<file path="src/rtl/fmadd_mul_iter_front.sv">
// FMADD multiply front end: operand unpack/classify, shift-add
// mantissa product and leading-zero count behind valid/ready.
module fmadd_mul_iter_front #(
  parameter int std  = 31,
  parameter int man  = 22,
  parameter int exp  = 7,
  parameter int bias = 127,
  parameter int lzd  = 4
) (
  input  logic               clk,
  input  logic               rst,
  input  logic               in_valid,
  output logic               in_ready,
  input  logic [std:0]       in_a,
  input  logic [std:0]       in_b,
  input  logic [2:0]         in_rm,
  output logic               out_valid,
  input  logic               out_ready,
  output logic               out_sign,
  output logic [exp+1:0]     out_exp_DB,
  output logic [2*man+3:0]   out_multiplied_man,
  output logic [lzd:0]       out_lzd,
  output logic [2:0]         out_rm,
  output logic               out_A_neg,
  output logic               out_A_pos,
  output logic               out_A_sub,
  output logic               out_B_neg,
  output logic               out_B_pos,
  output logic               out_B_sub
);

  localparam int EW = exp + 1;
  localparam int MW = man + 2;
  localparam int PW = 2 * man + 4;
  localparam int CW = $clog2(MW + 1);
  localparam int LW = lzd + 1;
  localparam int ZW = $clog2(PW + 1);
  localparam logic [LW-1:0] LZ_SAT = LW'((1 << LW) - 2);
  localparam logic [EW-1:0] BIAS_E = EW'(bias);

  typedef enum logic [1:0] {IDLE, MUL, LZC, DONE} state_t;

  state_t state_q, state_d;

  logic [EW-1:0] ea, eb;
  logic [MW-1:0] ma_x, mb_x;
  logic [5:0]    cls;

  logic [MW-1:0] mcand_q, mplr_q;
  logic [PW-1:0] acc_q;
  logic [CW-1:0] cnt_q;
  logic          sign_q;
  logic [EW:0]   expdb_q;
  logic [5:0]    cls_q;
  logic [2:0]    rm_q;

  logic [MW:0]   mul_sum;
  logic [PW-1:0] acc_step;
  logic [ZW-1:0] lz_cnt;
  logic          lz_hit;
  logic [LW-1:0] lz_sat;

  assign ea   = in_a[std-1:man+1];
  assign eb   = in_b[std-1:man+1];
  assign ma_x = {|ea, in_a[man:0]};
  assign mb_x = {|eb, in_b[man:0]};

  assign cls = {(ea != '0) && (ea < BIAS_E), ea >= BIAS_E, ea == '0,
                (eb != '0) && (eb < BIAS_E), eb >= BIAS_E, eb == '0};

  assign in_ready = (state_q == IDLE);

  // Carry out of the upper-half add shifts back in at the top.
  assign mul_sum  = {1'b0, acc_q[PW-1:MW]}
                  + (mplr_q[0] ? {1'b0, mcand_q} : '0);
  assign acc_step = {mul_sum, acc_q[MW-1:1]};

  always_comb begin
    lz_cnt = '0;
    lz_hit = 1'b0;
    for (int i = PW - 1; i >= 0; i--) begin
      if (!lz_hit) begin
        if (acc_q[i]) lz_hit = 1'b1;
        else          lz_cnt = lz_cnt + 1'b1;
      end
    end
    lz_sat = (lz_cnt > ZW'(LZ_SAT)) ? LZ_SAT : lz_cnt[LW-1:0];
  end

  always_comb begin
    state_d = state_q;
    unique case (state_q)
      IDLE: if (in_valid)
              state_d = (ma_x == '0 || mb_x == '0) ? LZC : MUL;
      MUL:  if (cnt_q == CW'(1)) state_d = LZC;
      LZC:  state_d = DONE;
      DONE: if (out_valid && out_ready) state_d = IDLE;
      default: state_d = IDLE;
    endcase
  end

  always_ff @(posedge clk) begin
    if (rst) begin
      state_q            <= IDLE;
      mcand_q            <= '0;
      mplr_q             <= '0;
      acc_q              <= '0;
      cnt_q              <= '0;
      sign_q             <= 1'b0;
      expdb_q            <= '0;
      cls_q              <= '0;
      rm_q               <= '0;
      out_valid          <= 1'b0;
      out_sign           <= 1'b0;
      out_exp_DB         <= '0;
      out_multiplied_man <= '0;
      out_lzd            <= '0;
      out_rm             <= '0;
      {out_A_neg, out_A_pos, out_A_sub,
       out_B_neg, out_B_pos, out_B_sub} <= '0;
    end else begin
      state_q   <= state_d;
      out_valid <= (state_q == DONE) && !(out_valid && out_ready);
      unique case (state_q)
        IDLE: if (in_valid) begin
          mcand_q <= ma_x;
          mplr_q  <= mb_x;
          acc_q   <= '0;
          cnt_q   <= CW'(MW);
          sign_q  <= in_a[std] ^ in_b[std];
          expdb_q <= {1'b0, ea} + {1'b0, eb};
          cls_q   <= cls;
          rm_q    <= in_rm;
        end
        MUL: begin
          acc_q  <= acc_step;
          mplr_q <= mplr_q >> 1;
          cnt_q  <= cnt_q - 1'b1;
        end
        LZC: begin
          out_sign           <= sign_q;
          out_exp_DB         <= expdb_q;
          out_multiplied_man <= acc_q;
          out_lzd            <= lz_sat;
          out_rm             <= rm_q;
          {out_A_neg, out_A_pos, out_A_sub,
           out_B_neg, out_B_pos, out_B_sub} <= cls_q;
        end
        default: ;
      endcase
    end
  end

endmodule

</file>
<file path="config.mk">
export PLATFORM = sky130hd
export DESIGN_NAME = fmadd_mul_iter_front
export DESIGN_NICKNAME = d
export VERILOG_FILES = /design/src/rtl/fmadd_mul_iter_front.sv
export SDC_FILE = /design/constraint.sdc
export NUM_CORES = 1
export LEC_CHECK = 0
export CAP_MARGIN = 20
export CORE_UTILIZATION = 50
export CTS_BUF_LIST = sky130_fd_sc_hd__clkbuf_4 sky130_fd_sc_hd__clkbuf_8
export CTS_CLUSTER_SIZE = 10
export DETAILED_ROUTE_END_ITERATION = 8
export GPL_TIMING_DRIVEN = 0
export PLACE_DENSITY = 0.68
export SYNTH_ARGS = -nofsm -noshare
export SYNTH_HDL_FRONTEND = slang
export SYNTH_SLANG_ARGS = --single-unit
</file>
<file path="constraint.sdc">
create_clock -name clk -period 63.7 [get_ports clk]
set_input_delay 12.74 -clock clk [delete_from_list [all_inputs] [get_ports clk]]
set_output_delay 12.74 -clock clk [all_outputs]
set_load 0.01 [all_outputs]
</file>
### After elaboration in Yosys (flattened, before gate mapping)

Cells that the tools add are included.
W data, S select, Z words.

* magnitude comparators: 5
* div/mod/pow operators: 0
* $mul: 0
* reduce and logical (&&, ||, !) cells: 19
* equal/unequal tests: 7
* add/subtract/negate cells: 50
* muxes and demuxes: 201
* shifts and indexed selects: 0
* bitwise logic cells: 1

Operators with widths (number)
* $mux W6: 94
* $add A6 B1 Y6 const B: 47
* $pmux W48 S2: 1
* $mux W1: 94
* $logic_not A24 Y1: 2
* $mux W24: 2
* $mux W48: 1
* $pmux W24 S2: 1
* $add A24 B24 Y25: 1
* $ge A8 B7 Y1 const B: 2
* $logic_not A8 Y1: 2
* $lt A8 B7 Y1 const B: 2
* $reduce_bool A8 Y1: 2
* $reduce_or A8 Y1: 2
* $mux W5: 2
* $pmux W5 S2: 1
* $add A8 B8 Y9: 1
* $mux W2: 4
* $pmux W2 S4: 1
* $gt A6 B5 Y1 const B: 1
* $ne A2 B2 Y1 const B: 3
* $eq A5 B1 Y1 const B: 1
* $sub A5 B1 Y5 const B: 1
* $eq A2 B2 Y1 const B: 2
* other kinds (9): 13

* memory bits (writable): 0
* bits in latches: 0
* output and inout port bits: 74
* word-level logic and storage cells: 304
* ROM bits: 0
* memories: 0
* register bits after elaboration: 195
* bits of input ports: 71

### Depth between registers and ports, before layout

Gate-level depths: netlist (run 1).

* depth after elaboration: 144
* gate-level depth with buffers: 158
* depth with buffers taken out: 158

### Least setup slack after synthesis (run 1)

OpenSTA, ideal clock, no wires.

* path type: register to register
* start: register acc_q[46]
* end: register out_lzd[3]
* buffers on the path: 0
* clock period less this slack: 26589 ps
* path slack: 37111 ps
* cell stages (with the launch flop): 158
* arrival: 26498 ps
* required time: 63609 ps
* library setup time: 91 ps
* path through: dfxtp_1 -> inv_1 -> a21o_1 -> inv_1 -> ha_1 -> nor3_1 -> nor2_1 -> ha_1 -> nor4_1 -> nor2_1 -> ha_1 -> mux2_2 -> ha_1 -> nor2b_1 -> o21a_1 -> ha_1 -> nand2_1 -> nand2_1 -> [... 122 more ...] -> nand2_1 -> nand2_1 -> ha_1 -> mux2i_1 -> o21ai_0 -> ha_1 -> inv_1 -> o21ai_0 -> ha_1 -> nand2b_1 -> nor2_1 -> a21oi_1 -> or3_1 -> mux2i_1 -> a22oi_1 -> o22ai_2 -> xnor2_2 -> a311oi_1

* word-level cells in the longest chain between the ends: 142
* elaborated cells on any way between the ends: 189
* those cells by class: 46 x add/sub; 1 x order compare; 142 x mux

Ends and longest elaborated chain
* start, declared: RTL line 50 `logic [PW-1:0] acc_q;`
* start signal, assigned: RTL line 136 `acc_q <= acc_step;`
* $mux W6: RTL line 83 `if (acc_q[i]) lz_hit = 1'b1;`
* $mux W6: RTL line 82 `if (!lz_hit) begin`
* $add A6 B1 Y6: RTL line 84 `else lz_cnt = lz_cnt + 1'b1;`
* $mux W6: RTL line 83
* $mux W6: RTL line 82
* $add A6 B1 Y6: RTL line 84
* $mux W6: RTL line 83
* $mux W6: RTL line 82
* [... 126 more ...]
* $add A6 B1 Y6: RTL line 84
* $mux W6: RTL line 83
* $mux W6: RTL line 82
* $add A6 B1 Y6: RTL line 84
* $mux W6: RTL line 83
* $mux W6 (*): RTL line 82
* $gt A6 B5 Y1: RTL line 87 `lz_sat = (lz_cnt > ZW'(LZ_SAT)) ? LZ_SAT : lz_cnt[LW-1:0];`
* $mux W5 (*): RTL line 87
* end signal, assigned: RTL line 144 `out_lzd <= lz_sat;`
* end, declared: RTL line 22 `output logic [lzd:0] out_lzd,`

Every way passes the cells marked *; elsewhere a longest branch is shown, timed or not.
A chain may end at the register's enable or synchronous reset.

### Final worst setup path (run 1)

* start: register acc_q[45]
* end: register out_lzd[4]

* word-level cells in the longest chain between the ends: 139
* elaborated cells on any way between the ends: 185
* those cells by class: 45 x add/sub; 1 x order compare; 139 x mux

Ends and longest elaborated chain (RTL line)
* $mux W6: 83
* $mux W6: 82
* $add A6 B1 Y6: 84
* $mux W6: 83
* $mux W6: 82
* $add A6 B1 Y6: 84
* $mux W6: 83
* $mux W6: 82
* [... 123 more ...]
* $add A6 B1 Y6: 84
* $mux W6: 83
* $mux W6: 82
* $add A6 B1 Y6: 84
* $mux W6: 83
* $mux W6 (*): 82
* $gt A6 B5 Y1: 87
* $mux W5 (*): 87

Marks and branches as above.

==> results of run 1 <==
[worst min-delay path: stages (launching register included)]
cell	delay, ns
dfxtp_1	0.32
nand2_1	0.05
a21oi_1	0.05
[cell usage after synthesis (all sizes together), types with 11 or more instances]
| cell | n | share of area [%] |
|---|---|---|
| a211oi | 15 | 0.80 |
| a21o | 13 | 0.69 |
| a21oi | 116 | 4.2 |
| a22oi | 55 | 2.9 |
| and2 | 35 | 1.6 |
| and3 | 16 | 0.71 |
| buf | 15 | 0.51 |
| clkbuf | 83 | 2.2 |
| dfxtp | 195 | 28 |
| ha | 83 | 7.4 |
| inv | 64 | 1.7 |
| mux2i | 105 | 7.5 |
| nand2 | 162 | 4.3 |
| nand2b | 29 | 1.3 |
| nand3 | 23 | 0.82 |
| nor2 | 262 | 7.1 |
| nor2b | 28 | 1.2 |
| nor3 | 64 | 2.3 |
| nor4 | 31 | 1.8 |
| o21ai | 62 | 2.2 |
| o21bai | 20 | 1.1 |
| o22ai | 26 | 1.2 |
| or3 | 13 | 0.58 |
| xnor2 | 83 | 5.6 |
| xnor3 | 11 | 1.8 |
| xor2 | 46 | 3.2 |
[through the flow]
step,std cells,instance area (µm²)
final,2329,16400
after global routing,2329,16400
after CTS,2328,16400
after global placement,2297,16000
after detailed placement,2297,16000
after floorplan,1776,14100
[flip-flops by register name (all words and copies together), names as in the netlist, 2 cells and up]
register / cells
out_lzd: 5
cls_q: 6
expdb_q: 9
mcand_q: 24
mplr_q: 24
state_q: 2
out_multiplied_man: 48
out_rm: 3
rm_q: 3
acc_q: 48
out_exp_DB: 9
cnt_q: 5
[per-layer routing]
| layer | vias up | wire, µm | GRT usage [%] |
|---|---|---|---|
| met4 | 2 | 418 | 5.01 |
| met1 | 6057 | 17700 | 34.9 |
| li1 | 6568 | - | - |
| met5 | - | 11 | 0 |
| met3 | 34 | 1540 | 3.13 |
| met2 | 261 | 17400 | 44.8 |
[layout make-up]
cell class              count  area (µm²)  share of cell area, %
plain buffers              98         383                   2.34
clock buffers              17         234                   1.43
clock inverters            14         161                  0.985
inverters                  64         240                   1.47
multi-input cells        1419        9550                   58.3
flip-flops and latches    195        3900                   23.8
well taps                 378         473                   2.89
repair buffers            144        1440                   8.77
[worst min path at each step]
stage	startpoint	endpoint	slack (ns)	cells after the start
global placement	mcand_q[15]	mcand_q[15]	0.44	2
floorplan	expdb_q[4]	expdb_q[4]	0.43	2
detailed placement	mcand_q[15]	mcand_q[15]	0.44	2
finish	mcand_q[15]	mcand_q[15]	0.46	2
global route	mcand_q[16]	mcand_q[16]	0.48	2
CTS	mcand_q[15]	mcand_q[15]	0.46	2
[cells by family (layout without fill, tap and decap cells)]
logic type	after synthesis	in the layout	share of synthesized area, %
XOR/XNOR	141	141	10.8
multiplexers	116	116	8.50
AND/OR/NAND/NOR	706	706	24.0
flip-flops	195	195	27.7
AO/OA/AOI/OAI	371	371	16.9
buffers and inverters	162	337	4.43
adder cells (fa/ha/maj)	85	85	7.66
[placed cells by master (no fill, tap or decap), types with 16 or more instances in the layout]
master / count
nand2_1: 162
nor2b_1: 28
and3_1: 16
clkdlybuf4s50_1: 143
nor3_1: 64
o22ai_1: 25
and2_1: 35
inv_1: 64
ha_1: 83
o21ai_0: 54
o21bai_1: 20
clkbuf_1: 83
a22oi_1: 55
mux2i_1: 103
nand2b_1: 29
clkbuf_8: 17
nand3_1: 23
a21oi_1: 114
nor4_1: 26
nor2_1: 261
xor2_1: 41
xnor2_1: 77
dfxtp_1: 195
==> summary.md, run 1 <==
| Metric | Value |
|---|---|
| Slowest Stage Delay on Critical Path | `0.61 ns` |
| Port buffer count | `143` |
| Initial Util | `50.8%` |
| WP buf/inv | `7` |
| Worst Setup SP | `acc_q[45]` |
| H-tree depth | `4` |
| Total global-route track usage | `26.0%` |
| Critical path's most frequent cell | `ha_1` |
| CORE AREA | `27700 µm²` |
| Crit path to | `out_lzd[4]` |
| Worst Path Required | `64.03 ns` |
| Fillers | `2610` |
| Post-CTS setup buffer count | `0` |
| Clock slew at reported path FFs | `0.13 ns` |
| Total of cells resized after clock tree synthesis | `0` |
| Post-synth EDFFs | `0` |
| Crit path kind | `register to register` |
| Drt drc | `0` |
| Slew headroom | `35.5%` |
| Worst Hold Class | `register to register` |
| Sequential fraction of the synthesis area | `27.7%` |
| Via count | `12922` |
| Critical path depth in cells | `152` |
| Hold_ws | `0.457 ns` |
| Largest net degree at the start of global routing | `21` |
| RSZ-0062 raised after global routing | `false` |
| Syn nets | `1932` |
| Mapped Cells | `1776` |
| First-pass GRT wire length | `60500 µm` |
| Final RePlAce weighted congestion | `0.860` |
| Die width | `170 µm` |
| CP arrival | `30.72 ns` |
| TritonCTS clock tree | `built` |
| Area Overhead vs Synth | `16.4%` |
| Top cell family by delay on the critical path | `adder cells` |
| Status | `complete, no violations` |
| Layout Skew | `0.0303 ns` |
| Total Nets Final | `2095` |
| Clk_lat worst skew | `0.48 ns` |
| Worst-Margin Slew | `0.967 ns` |
| Final wirelength | `37100 µm` |
| FF-to-FF Start | `acc_q[45]` |
| Count of final setup violators | `0` |
| Setup TNS | `0 ns` |
| Tcrit/Tclk final | `47.7%` |
| DRT iter0 DRCs | `880` |
| Startpoint type of the worst setup path | `register` |
| Syn Area/Cell | `7.93 µm²` |
| Final min period | `30.39 ns` |
| # diodes | `0` |
| Grt ovf | `0` |
| Max-slew violations | `0` |
| Max cap viols | `0` |
| Clock buffer count from CTS | `17` |
| DR pass1 iterations | `5` |
| Num rows | `61` |
| Worst reg2reg path depth | `152` |
| Initial antenna violation count | `1` |
| Worst-path maximum fanout | `8` |
| Setup ws final | `33.31 ns` |
| Clk root buf | `clkbuf_8` |
| Ys Warns | `0` |
| CP max stage cell | `dfxtp_1` |
| Mapped cell area | `14100 µm²` |
| CTS max path bufs | `2` |
| Hold Buf Count CTS | `0` |
| Layout cells sized above 1 | `4.36%` |
| R2R Setup Slk | `33.31 ns` |
| Vias per cell | `5.55` |
| CTS sink cnt | `195` |
| Vias in the first global route | `12092` |
| Most used DFF post-synth | `dfxtp_1` |
| Final hold violation count | `0` |
| Synth Register Bits | `195` |
| CP endpoint kind | `register` |
| Die Ht | `170 µm` |
| Wire per inst | `15.9 µm` |
| DP HPWL | `29100 µm` |
| Async S/R FF share, synth | `0%` |
| Routed Antenna Nets | `0` |
| Fmax | `32.9 MHz` |
| Die Area | `28800 µm²` |
| Final Util | `59.1%` |
| Number of distinct library cells after synthesis | `86` |
| Crit Reg-Reg Endpoint | `out_lzd[4]` |
| I/O Pins | `145` |
| Setup slack at placement | `33.67 ns` |
Power of run 1 is left out: the tool's default activity adds up to more than one toggle a clock period on the data nets, which glitch-free logic cannot reach.
==> run 2: changes to the inputs <==
--- a/config.mk
+++ b/config.mk
@@ -11,7 +11,7 @@
 export CTS_CLUSTER_SIZE = 10
 export DETAILED_ROUTE_END_ITERATION = 8
 export GPL_TIMING_DRIVEN = 0
-export PLACE_DENSITY = 0.68
+export PLACE_DENSITY = 0.7
 export SYNTH_ARGS = -nofsm -noshare
 export SYNTH_HDL_FRONTEND = slang
 export SYNTH_SLANG_ARGS = --single-unit
==> constraint.sdc (replaced) <==
create_clock -name clk -period 26.1 [get_ports clk]
set_input_delay 5.22 -clock clk [delete_from_list [all_inputs] [get_ports clk]]
set_output_delay 5.22 -clock clk [all_outputs]
set_load 0.01 [all_outputs]
==> summary.md, run 2 (same netlist as run 1, synthesis figures left out) <==
| Metric | Value |
|---|---|
| CTS max path bufs | `2 (unchanged)` |
| DR pass1 iterations | `5 (unchanged)` |
| # diodes | `0 (unchanged)` |
| Via count | `13810 (+6.9%)` |
| Total Nets Final | `2213 (+5.6%)` |
| RSZ-0062 raised after global routing | `true` |
| Die Area | `28800 µm² (unchanged)` |
| DRT iter0 DRCs | `1086 (+23%)` |
| Drt drc | `0 (unchanged)` |
| Failing checks | `negative setup slack` |
| CTS sink cnt | `195 (unchanged)` |
| CP max stage cell | `dfxtp_4` |
| Tcrit/Tclk final | `105% (+57 points)` |
| Crit Reg-Reg Endpoint | `out_lzd[0]` |
| Layout cells sized above 1 | `14.3% (+9.9 points)` |
| Final hold violation count | `0 (unchanged)` |
| Critical path's most frequent cell | `ha_1` |
| Final wirelength | `40800 µm (+9.8%)` |
| Final min period | `27.43 ns (-2.96 ns)` |
| Hold Buf Count CTS | `0 (unchanged)` |
| Crit path to | `out_lzd[0]` |
| Max-slew violations | `0 (unchanged)` |
| Fillers | `2339 (-10%)` |
| Fmax | `36.5 MHz (+11%)` |
| Placed Cells | `2297 (unchanged)` |
| Count of final setup violators | `5 (+5)` |
| Slowest Stage Delay on Critical Path | `0.38 ns (-0.23 ns)` |
| Total global-route track usage | `27.6% (+1.6 points)` |
| Worst-Margin Slew | `1.05 ns (+0.0870 ns)` |
| Die width | `170 µm (unchanged)` |
| Clock buffer count from CTS | `17 (unchanged)` |
| R2R Setup Slk | `-1.33 ns (-34.64 ns)` |
| Crit path kind | `register to register` |
| H-tree depth | `4 (unchanged)` |
| Area Overhead vs Synth | `27.1%` |
| Status | `finished, violations left` |
| Vias in the first global route | `12935 (+7.0%)` |
| Commonest non-fill, non-tap cells in the layout | `250 x nor2_1, 191 x dfxtp_1, 152 x nand2_1` |
| Vias per cell | `5.64 (+1.7%)` |
| Final RePlAce weighted congestion | `0.902 (+4.9%)` |
| Die Ht | `170 µm (unchanged)` |
| Num rows | `61 (unchanged)` |
| Slew headroom | `29.7% (-5.8 points)` |
| DP HPWL | `29000 µm (-0.58%)` |
| FF-to-FF Start | `acc_q[46]` |
| TritonCTS clock tree | `built` |
| Setup TNS | `-6.26 ns (-6.26 ns)` |
| Clock slew at reported path FFs | `0.10 ns (-0.03 ns)` |
| Port buffer count | `143 (unchanged)` |
| Largest regs | `acc_q x48, out_multiplied_man x48` |
| Layout Skew | `0.0214 ns (-0.00885 ns)` |
| CP arrival | `27.81 ns (-2.91 ns)` |
| Grt ovf | `0 (unchanged)` |
| Setup ws final | `-1.33 ns (-34.64 ns)` |
| First-pass GRT wire length | `64200 µm (+6.1%)` |
| Worst Hold Class | `register to register` |
| Clk root buf | `clkbuf_8` |
| CORE AREA | `27700 µm² (unchanged)` |
| Commonest non-fill, non-tap cell in the layout | `nor2_1` |
| Worst reg2reg path depth | `160 (+5.3%)` |
| Initial antenna violation count | `3 (+2)` |
| Largest net degree at the start of global routing | `18 (-14%)` |
| Worst Path Required | `26.48 ns (-37.55 ns)` |
| Wire per inst | `16.7 µm (+4.5%)` |
| I/O Pins | `145 (unchanged)` |
| Finished Layout Cells | `2448 (+5.1%)` |
| Startpoint type of the worst setup path | `register` |
| Worst Setup SP | `acc_q[46]` |
| Clk_lat worst skew | `0.49 ns (about the same)` |
| Routed Antenna Nets | `0 (unchanged)` |
| Initial Util | `50.8% (unchanged)` |
| Max cap viols | `0 (unchanged)` |
| Worst-path maximum fanout | `3 (-5)` |
| CP endpoint kind | `register` |
[run 2: cell count changes in the layout (fill, tap and decap cells not counted), moves of 10 or more]
cell / change
buf_4: +117
ha_1: -18
ha_4: +16
o21ai_0: -15
nor2_1: -11
nand2_1: -10
o21ai_1: +10
[run 2: worst min-delay path by stage]
stage	end	cells past startpoint	from	slack (ns)
6_report	mcand_q[10]	2	mcand_q[10]	0.46
3_5_place_dp	mcand_q[4]	2	mcand_q[4]	0.44
4_1_cts	mcand_q[4]	2	mcand_q[4]	0.46
5_1_grt	expdb_q[6]	2	expdb_q[6]	0.47
3_3_place_gp	mcand_q[15]	2	mcand_q[15]	0.44
2_1_floorplan	expdb_q[4]	2	expdb_q[4]	0.43
[run 2: cell type report]
type                    count  area [µm²]  share of cell area, %
plain buffers              98         383                   2.14
clock inverters            12         145                  0.811
flip-flops and latches    195        3920                   21.9
clock buffers              20         269                   1.50
repair buffers            262        2330                   13.0
inverters                  64         243                   1.36
well taps                 378         473                   2.64
multi-input cells        1419       10100                   56.7
[run 2: what timing repair did]
action	4_1_cts	5_1_grt
gates resized for setup	73	54
cloned	0	0
pin swaps	97	116
setup endpoints to repair	5	5
endpoints found under the hold margin	0	0
buffers inserted	97	25
[run 2: per-stage QoR]
stage | utilization [%] | hold slack [ns] | cell area [µm²] | worst slack, ns
6_report | 64.6 | 0.456 | 17900 | -1.33
5_1_grt | 64.6 | 0.472 | 17900 | -2.58
4_1_cts | 63.1 | 0.456 | 17500 | -1.08
3_5_place_dp | 57.9 | 0.443 | 16000 | -3.27
3_3_place_gp | 57.9 | 0.438 | 16000 | -2.53
2_1_floorplan | - | 0.432 | 14100 | 0.0315
[run 2: critical path: cells and delay by family, from the launching register on]
| kind | cells | cell delay, ns |
|---|---|---|
| XOR/XNOR | 3 | 0.62 |
| buffers and inverters | 13 | 1.01 |
| flip-flops | 1 | 0.38 |
| AO/OA/AOI/OAI | 38 | 5.36 |
| AND/OR/NAND/NOR | 43 | 4.45 |
| multiplexers | 20 | 3.49 |
| adder cells (fa/ha/maj) | 43 | 11.99 |
[run 2: metal layers]
metal	track usage (%)	wire length (µm)	vias to the layer above
li1	-	-	6817
met4	9.60	1210	4
met1	35.8	18500	6458
met3	4.13	2160	93
met2	46.6	18800	438
met5	0	24	-
Power of run 2 is left out for the same reason.
==> run 3: changes to the inputs <==
==> constraint.sdc (replaced) <==
create_clock -name clk -period 23.3 [get_ports clk]
set_input_delay 4.66 -clock clk [delete_from_list [all_inputs] [get_ports clk]]
set_output_delay 4.66 -clock clk [all_outputs]
set_load 0.01 [all_outputs]
==> summary.md, run 3 (same netlist as run 1, synthesis figures left out) <==
| Metric | Value |
|---|---|
| Status | `finished, violations left` |
| Failing checks | `negative setup slack` |
| Critical path's most frequent cell | `ha_1` |
| Max-slew violations | `0 (unchanged)` |
| Port buffer count | `143 (unchanged)` |
| Final min period | `27.29 ns (-0.141 ns)` |
| Crit path kind | `register to register` |
| Layout cells sized above 1 | `13.2% (-1.1 points)` |
| Final RePlAce weighted congestion | `0.892 (-1.2%)` |
| CP endpoint kind | `register` |
| Final wirelength | `40100 µm (-1.7%)` |
| CORE AREA | `27700 µm² (unchanged)` |
| Placed Cells | `2297 (unchanged)` |
| CP arrival | `27.70 ns (-0.11 ns)` |
| Vias per cell | `5.62 (-0.44%)` |
| Startpoint type of the worst setup path | `register` |
| Commonest non-fill, non-tap cells in the layout | `254 x nor2_1, 191 x dfxtp_1, 154 x nand2_1` |
| CTS max path bufs | `2 (unchanged)` |
| DR pass1 iterations | `5 (unchanged)` |
| CP max stage cell | `dfxtp_4` |
| Worst-Margin Slew | `0.989 ns (-0.0652 ns)` |
| DP HPWL | `29300 µm (+1.1%)` |
| Worst Path Required | `23.72 ns (-2.76 ns)` |
| RSZ-0062 raised after global routing | `true` |
| Final hold violation count | `0 (unchanged)` |
| Via count | `13676 (-0.97%)` |
| Die Ht | `170 µm (unchanged)` |
| Slowest Stage Delay on Critical Path | `0.39 ns (about the same)` |
| Drt drc | `0 (unchanged)` |
| Hold Path Depth | `2 (unchanged)` |
| Area Overhead vs Synth | `26.1%` |
| CTS sink cnt | `195 (unchanged)` |
| Fmax | `36.6 MHz (+0.52%)` |
| Setup slack at placement | `-4.88 ns (-1.60 ns)` |
| Initial Util | `50.8% (unchanged)` |
| Total Nets Final | `2200 (-0.59%)` |
| Num rows | `61 (unchanged)` |
| Slew headroom | `34.1% (+4.3 points)` |
| Count of final setup violators | `5 (unchanged)` |
| H-tree depth | `4 (unchanged)` |
| R2R Setup Slk | `-3.99 ns (-2.66 ns)` |
| Clk root buf | `clkbuf_8` |
| Worst reg2reg path depth | `158 (-1.3%)` |
| First-pass GRT wire length | `64000 µm (-0.25%)` |
| Clock slew at reported path FFs | `0.14 ns (+0.04 ns)` |
| Busiest grt layer | `met2` |
| Total global-route track usage | `27.6% (-0.072 points)` |
| Vias in the first global route | `13008 (+0.56%)` |
| Clock buffer count from CTS | `17 (unchanged)` |
| Layout Skew | `0.0267 ns (+0.00530 ns)` |
| Routed Antenna Nets | `0 (unchanged)` |
| Met2 GRT Util | `45.7% (-0.87 points)` |
| Setup ws final | `-3.99 ns (-2.66 ns)` |
| Largest net degree at the start of global routing | `25 (+7)` |
| Initial antenna violation count | `0 (-3)` |
| Hold_ws | `0.458 ns (+0.00246 ns)` |
| Largest regs | `acc_q x48, out_multiplied_man x48` |
| Commonest non-fill, non-tap cell in the layout | `nor2_1` |
| # diodes | `0 (unchanged)` |
| I/O Pins | `145 (unchanged)` |
| DRT iter0 DRCs | `855 (-21%)` |
| Max cap viols | `0 (unchanged)` |
| Wire per inst | `16.5 µm (-1.2%)` |
| Fillers | `2410 (+3.0%)` |
| M3 GR Usage | `4.17% (+0.047 points)` |
| Worst Hold Class | `register to register` |
| Finished Layout Cells | `2435 (-0.53%)` |
| Grt ovf | `0 (unchanged)` |
| Tcrit/Tclk final | `117% (+12 points)` |
| TritonCTS clock tree | `built` |
| Global-route track usage on met1 | `35.6% (-0.24 points)` |
| Clk_lat worst skew | `0.50 ns (about the same)` |
| Die Area | `28800 µm² (unchanged)` |
| Worst-path maximum fanout | `5 (+2)` |
| Die width | `170 µm (unchanged)` |
-- run 3: cell count changes in the layout (fill, tap and decap cells not counted), sizes merged --
cell      delta
buf         -13
bufinv       -2
clkbuf       -3
clkinv       +2
clkinvlp     -1
inv          +4
-- run 3: what timing repair did --
| action | 4_1_cts | 5_1_grt |
|---|---|---|
| resized for setup | 20 | 42 |
| setup endpoints to repair | 5 | 5 |
| buffers inserted | 89 | 17 |
| hold buffers | 0 | 0 |
| pin swaps | 69 | 74 |
-- run 3: final timing paths --
kind / start / endpoint
worst max-delay path: acc_q[46] / out_lzd[3]
worst min-delay path: mcand_q[8] / mcand_q[8]
worst max register to register: acc_q[46] / out_lzd[3]
worst min register to register: mcand_q[8] / mcand_q[8]
-- run 3: critical path: cells and delay by family, from the launching register on --
kind            cells  cell delay, ns
simple gates       44            4.89
mux                21            3.51
buf+inv             9            0.68
xor+xnor            1            0.14
fa+ha+maj          43           12.08
flops               1            0.39
compound gates     40            5.49
-- run 3: stage by stage --
stage                     utilization, %  TNS (ns)  instance area, µm²
after global routing                64.1    -27.90               17800
after global placement              58.6    -20.96               16200
after detailed placement            58.6    -24.12               16200
final                               64.1    -19.79               17800
after CTS                           63.0    -18.13               17400
after floorplan                        -    -10.31               14300
-- run 3: layer usage --
metal / wire (µm) / up-vias
li1: - / 6792
met3: 2110 / 84
met1: 18200 / 6396
met2: 18600 / 404
met4: 1180 / 0
met5: 0 / -
-- run 3: final cells by class --
cell class                      instances  area (µm²)  area share (%)
Buffer                                 98         383            2.16
Clock buffer                           17         234            1.32
Clock inverter                         15         225            1.27
Inverter                               64         243            1.37
Multi-Input combinational cell       1419       10100            56.6
Sequential cell                       195        3920            22.1
Tap cell                              378         473            2.66
Timing Repair Buffer                  249        2220            12.5
Power of run 3 is left out for the same reason.
